File: config.mk
export PLATFORM = sky130hd
export DESIGN_NAME = uart_result_tx
export DESIGN_NICKNAME = d
export VERILOG_FILES = /design/src/rtl/uart_result_tx.sv
export SDC_FILE = /design/constraint.sdc
export NUM_CORES = 1
export LEC_CHECK = 0
export BUFFER_PORTS_ARGS = -buffer_cell sky130_fd_sc_hd__buf_2
export CORE_MARGIN = 3
export CORE_UTILIZATION = 40
export DETAILED_ROUTE_END_ITERATION = 12
export PLACE_DENSITY = 0.54
export SLEW_MARGIN = 20
export SYNTH_ARGS = -nofsm -noshare
export SYNTH_HDL_FRONTEND = slang
export SYNTH_SLANG_ARGS = --single-unit
File: constraint.sdc
create_clock -name sysclk -period 2.9 [get_ports sysclk]
set_clock_uncertainty 0.15 [all_clocks]
set_input_delay 0.29 -clock sysclk [delete_from_list [all_inputs] [get_ports sysclk]]
set_output_delay 0.29 -clock sysclk [all_outputs]
set_load 0.02 [all_outputs]
File: src/rtl/uart_result_tx.sv
// uart_result_tx: converts a binary solver result to fixed-width, zero-padded
// ASCII decimal and sends it most significant digit first over an 8E1 UART
// line (start, 8 data bits LSB first, even parity, stop).
module uart_result_tx #(
   parameter int CLKS_PER_BIT = 1250,
   parameter int VAL_W        = 7,
   parameter int NUM_DIGITS   = 2
) (
   input  logic             sysclk,
   input  logic             rst_n,
   input  logic             start,
   input  logic [VAL_W-1:0] value,
   output logic             busy,
   output logic             done,
   output logic             uart_rxd_out
);

   localparam int BAUD_W = (CLKS_PER_BIT > 1) ? $clog2(CLKS_PER_BIT) : 1;
   localparam int DIG_W  = (NUM_DIGITS > 1) ? $clog2(NUM_DIGITS) : 1;

   localparam logic [BAUD_W-1:0] BAUD_LAST = BAUD_W'(CLKS_PER_BIT - 1);
   localparam logic [DIG_W-1:0]  DIG_LAST  = DIG_W'(NUM_DIGITS - 1);

   localparam logic [2:0] S_IDLE    = 3'd0;
   localparam logic [2:0] S_CONVERT = 3'd1;
   localparam logic [2:0] S_LOAD    = 3'd2;
   localparam logic [2:0] S_START   = 3'd3;
   localparam logic [2:0] S_DATA    = 3'd4;
   localparam logic [2:0] S_PARITY  = 3'd5;
   localparam logic [2:0] S_STOP    = 3'd6;
   localparam logic [2:0] S_DONE    = 3'd7;

   // 10^k for 0 <= k <= NUM_DIGITS; fixed loop bound keeps it synthesizable
   // when k is a runtime digit index.
   function automatic int pow10(input int k);
      int p;
      p = 1;
      for (int i = 0; i < NUM_DIGITS; i++) begin
         if (i < k) p = p * 10;
      end
      return p;
   endfunction

   // Decimal digit to ASCII, clamped to '9' so an out-of-range count can
   // never produce a non-digit character.
   function automatic logic [7:0] digit_ascii(input logic [3:0] d);
      logic [3:0] c;
      c = (d > 4'd9) ? 4'd9 : d;
      return 8'h30 + {4'h0, c};
   endfunction

   localparam int SAT_LIMIT = pow10(NUM_DIGITS);

   logic [2:0]        state;
   logic [BAUD_W-1:0] baud_cnt;
   logic [2:0]        bit_cnt;
   logic [DIG_W-1:0]  dig_idx;
   logic [3:0]        dig_cnt;
   logic [DIG_W-1:0]  char_idx;

   logic [VAL_W-1:0]  rem;
   logic [7:0]        digit_r [NUM_DIGITS];
   logic [7:0]        char_sr;
   logic              parity_r;

   logic [31:0]       rem_ext;
   logic [31:0]       cur_pow;
   logic [31:0]       sat_lim;
   logic              baud_end;

   assign rem_ext  = 32'(rem);
   assign cur_pow  = 32'(pow10(int'(dig_idx)));
   assign sat_lim  = 32'(SAT_LIMIT);
   assign baud_end = (baud_cnt == BAUD_LAST);

   // Control FSM, bit/baud counters and the registered serial line.
   always_ff @(posedge sysclk or negedge rst_n) begin
      if (!rst_n) begin
         state        <= S_IDLE;
         busy         <= 1'b0;
         done         <= 1'b0;
         uart_rxd_out <= 1'b1;
         baud_cnt     <= '0;
         bit_cnt      <= '0;
         dig_idx      <= '0;
         dig_cnt      <= '0;
         char_idx     <= '0;
      end else begin
         done <= 1'b0;
         case (state)
            S_IDLE: begin
               if (start) begin
                  state   <= S_CONVERT;
                  busy    <= 1'b1;
                  dig_idx <= DIG_LAST;
                  dig_cnt <= '0;
               end
            end
            S_CONVERT: begin
               if (rem_ext >= sat_lim) begin
                  state    <= S_LOAD;
                  char_idx <= DIG_LAST;
               end else if (rem_ext >= cur_pow) begin
                  dig_cnt <= dig_cnt + 4'd1;
               end else begin
                  dig_cnt <= '0;
                  if (dig_idx == '0) begin
                     state    <= S_LOAD;
                     char_idx <= DIG_LAST;
                  end else begin
                     dig_idx <= dig_idx - DIG_W'(1);
                  end
               end
            end
            S_LOAD: begin
               state        <= S_START;
               baud_cnt     <= '0;
               bit_cnt      <= '0;
               uart_rxd_out <= 1'b0;
            end
            S_START: begin
               if (baud_end) begin
                  baud_cnt     <= '0;
                  state        <= S_DATA;
                  uart_rxd_out <= char_sr[0];
               end else begin
                  baud_cnt <= baud_cnt + BAUD_W'(1);
               end
            end
            S_DATA: begin
               if (baud_end) begin
                  baud_cnt <= '0;
                  bit_cnt  <= bit_cnt + 3'd1;
                  if (bit_cnt == 3'd7) begin
                     state        <= S_PARITY;
                     uart_rxd_out <= parity_r;
                  end else begin
                     uart_rxd_out <= char_sr[1];
                  end
               end else begin
                  baud_cnt <= baud_cnt + BAUD_W'(1);
               end
            end
            S_PARITY: begin
               if (baud_end) begin
                  baud_cnt     <= '0;
                  state        <= S_STOP;
                  uart_rxd_out <= 1'b1;
               end else begin
                  baud_cnt <= baud_cnt + BAUD_W'(1);
               end
            end
            S_STOP: begin
               if (baud_end) begin
                  baud_cnt <= '0;
                  if (char_idx == '0) begin
                     state <= S_DONE;
                     done  <= 1'b1;
                     busy  <= 1'b0;
                  end else begin
                     char_idx <= char_idx - DIG_W'(1);
                     state    <= S_LOAD;
                  end
               end else begin
                  baud_cnt <= baud_cnt + BAUD_W'(1);
               end
            end
            S_DONE: begin
               state <= S_IDLE;
            end
            default: begin
               state <= S_IDLE;
            end
         endcase
      end
   end

   // Datapath: value latch, digit extraction, character and parity staging.
   always_ff @(posedge sysclk) begin
      case (state)
         S_IDLE: begin
            if (start) rem <= value;
         end
         S_CONVERT: begin
            if (rem_ext >= sat_lim) begin
               for (int i = 0; i < NUM_DIGITS; i++) begin
                  digit_r[i] <= digit_ascii(4'd9);
               end
            end else if (rem_ext >= cur_pow) begin
               rem <= rem - cur_pow[VAL_W-1:0];
            end else begin
               digit_r[dig_idx] <= digit_ascii(dig_cnt);
            end
         end
         S_LOAD: begin
            char_sr  <= digit_r[char_idx];
            parity_r <= ^digit_r[char_idx];
         end
         S_DATA: begin
            if (baud_end) char_sr <= {1'b0, char_sr[7:1]};
         end
         default: begin
         end
      endcase
   end

endmodule
==> summary.txt <==
GRT
  – GRT busiest layer: met2
  – Vias in the first global route: 1983
  – Largest net degree at the start of global routing: 27
  – Tot GR Track Use: 15.5%
  – Met1 usage: 22.3%
  – Antenna violations before repair: 0
  – M2 GR Usage: 24.0%
  – First-pass GRT wire length: 9490 microns
  – M3 GR Usage: 3.17%
  – Grt ovf: 0

Critical path
  – Worst Setup End Kind: register
  – Reg2reg end: digit_r[0][2]
  – WS Path Type: register to register
  – WP data required: 2750 ps
  – R2R setup slack: 430 ps
  – Worst Reg-to-Reg Cells: 7
  – Worst-path fanout max: 6
  – Crit path DAT: 2320 ps
  – R2r startpoint: dig_idx
  – Worst Setup Start Kind: register

Synthesis
  – Syn Inst Count: 276
  – Net Count, Synth: 300
  – Yosys warnings: 0
  – Main synth FF type: dfrtp_1
  – Number of enable flip-flop cells after synthesis: 22
  – Mapped Avg Cell Area: 9.84 sq um
  – Seq/Total Area, Yosys: 48.3%
  – Ys async rst share: 54.2%
  – Cell Area, Synth: 2720 sq um
  – Count of cell types in the netlist: 53
  – Yosys reg bits: 48

Power and ir drop
  – Power Density: 371 nW/um^2
  – Clock share of power: 34.6%
  – Power share of the sequential group: 63.7%
  – Switching share of power: 20.4%
  – Net Sw Power: 0.227 mW
  – Max VDD drop: 0.152 mV
  – Internal Pwr Total: 0.884 mW
  – Lkg Pwr: 1.28 nW
  – Gate power share: 1.7%

CTS
  – Clk_lat worst skew: 300 ps
  – Worst-path clk slew: 90 ps
  – Setup bufs post-CTS: 0
  – Clock root buffer: clkbuf_8
  – H-tree depth: 2
  – Max clock buf depth: 2
  – Total CTS buffers: 5
  – CTS tree: done
  – Clock sinks: 48

Die
  – Core area: 6460 sq um
  – Die span in x: 88.4 microns
  – Die area: 7810 sq um
  – # IOs: 13
  – Initial core utilization: 42.0%
  – Row count: 29
  – Die Y: 88.4 microns

STA
  – Fin crit period: 2470 ps
  – Setup-failing EPs final: 0
  – Rel. slew slack: 46.8%
  – Slew Viols, Final: 0
  – RSZ-0062 raised after global routing: no
  – Setup TNS: 0 ps
  – Final hold viol count: 0
  – Crit share post-route: 85.3%
  – Slew @ Worst Pin: 794 ps
  – Highest clock rate: 0.404 GHz

Routing
  – First DRT Iteration DRCs: 107
  – Vias per cell: 5.44
  – Pre-antenna DRT Iters: 4
  – WL final: 5620 microns
  – Routed wire per std cell: 15.0 microns
  – Antenna-violating nets left: 0
  – Total number of vias: 2039
  – DRC Markers: 0

Placement
  – RePlAce Congestion: 0.853
  – IO buf count: 12
  – Detailed placer's ending HPWL: 4160 microns
  – Dpl cells: 366

Final layout
  – Most frequent cells in the layout: 35 x nand2_1, 26 x nor2_1, 25 x dfrtp_1
  – Multi-input gate area: 1330 sq um
  – Most common cell after layout, fill and taps aside: nand2_1
  – N_diodes: 0
  – Synth-to-layout area growth: 10.4%
  – Layout cell share with drive strength beyond 1: 12.4%
  – Register area: 1310 sq um
  – Final nets: 321
  – Filler Cells Inserted: 651
  – Non-filler instance count after layout: 375

Worst hold path
  – Worst hold path endpoint: rem[4]
  – HP Start: value[4]
  – Worst Hold Class: input pin to register
  – Cells on Worst Hold Path: 3

Flow run
  – Max_cap viols: 0

Status
  – Status: completed
[timing repair]
item | in CTS | in global routing
resized for setup | 0 | 0
hold buffers | 1 | 0
hold endpoints to repair | 25 | 0
[through the flow]
stage               utilization, %  area, sq um  hold WS, ps  total power [mW]  worst slack, ps
floorplan                        -         2720         -156             0.726              559
global placement              45.0         2910          200             0.741              479
detailed placement            45.0         2910          203             0.741              440
CTS                           46.4         3000          103              1.13              424
global route                  46.4         3000          106              1.16              260
finish                        46.4         3000          112              1.11              426
[critical path, stage by stage (launching register included)]
cell and delay, ps:
dfrtp_1 390, inv_1 170, ha_1 270, nor2b_1 150, o31a_1 280, nor2_1 330, nand3_1 230, nand2_1 210
[worst max-delay path by stage]
stage | start | to | slack [ps] | cells after the start
floorplan | dig_idx | digit_r[0][3] | 560 | 7
global placement | dig_idx | rem[5] | 480 | 6
detailed placement | dig_idx | rem[5] | 440 | 6
CTS | dig_idx | rem[5] | 420 | 6
global route | dig_idx | digit_r[0][2] | 260 | 7
finish | dig_idx | digit_r[0][2] | 430 | 7
[registers in the layout, indices dropped and copies added (netlist names)]
register / flops
baud_cnt: 11
dig_idx: 1
uart_rxd_out: 1
char_sr: 6
char_idx: 1
done: 1
digit_r: 8
dig_cnt: 4
state: 3
busy: 1
bit_cnt: 3
parity_r: 1
rem: 7
[synthesized netlist by cell type, types with 3 or more instances]
| master | instances | area (sq um) |
|---|---|---|
| edfxtp_1 | 22 | 661 |
| nand4_1 | 4 | 25.0 |
| ha_1 | 13 | 163 |
| nand2_1 | 35 | 131 |
| clkbuf_1 | 6 | 22.5 |
| nor4_1 | 3 | 18.8 |
| inv_1 | 11 | 41.3 |
| mux2i_1 | 6 | 60.1 |
| a22o_1 | 5 | 43.8 |
| dfrtp_1 | 25 | 626 |
| a21oi_1 | 7 | 35.0 |
| nand3_1 | 14 | 70.1 |
| nor3_1 | 8 | 40.0 |
| o21ai_0 | 21 | 105 |
| nor2_1 | 26 | 97.6 |
| nand2b_1 | 4 | 25.0 |
| xnor2_1 | 7 | 61.3 |
| xor2_1 | 3 | 26.3 |
| or3_1 | 4 | 25.0 |
| a31oi_1 | 9 | 56.3 |
| o211ai_1 | 3 | 22.5 |
[logic make-up after synthesis]
family                     share of synthesized area [%]
and+or+nand+nor                                     20.4
adders and majority gates                           6.73
DFF                                                 48.3
buffers and inverters                               2.86
AOI/OAI and AO/OA                                   14.5
muxes                                               4.01
xor gates and xnor gates                            3.23
[power by group through the flow]
stage / registers [mW] / logic [mW] / clock network (mW)
detailed placement: 0.722 / 0.0191 / 0
floorplan: 0.722 / 0.00376 / 0
global placement: 0.722 / 0.0189 / 0
CTS: 0.708 / 0.0202 / 0.403
global route: 0.708 / 0.0224 / 0.431
finish: 0.708 / 0.0194 / 0.385
[cell type report]
cell class              instances  share of cell area [%]
multi-input cells             208                    44.2
flip-flops and latches         48                    43.8
repair buffers                 22                    4.59
well taps                      77                    3.21
clock buffers                   7                    2.55
inverters                      12                    1.50
clock inverters                 1                   0.167
[metal layers]
layer	up-vias	part of all wire [%]
met4	0	1.1
met1	978	53
met3	5	2.1
met2	17	44
met5	-	0
li1	1039	-
(Power assumes the default switching activity.)
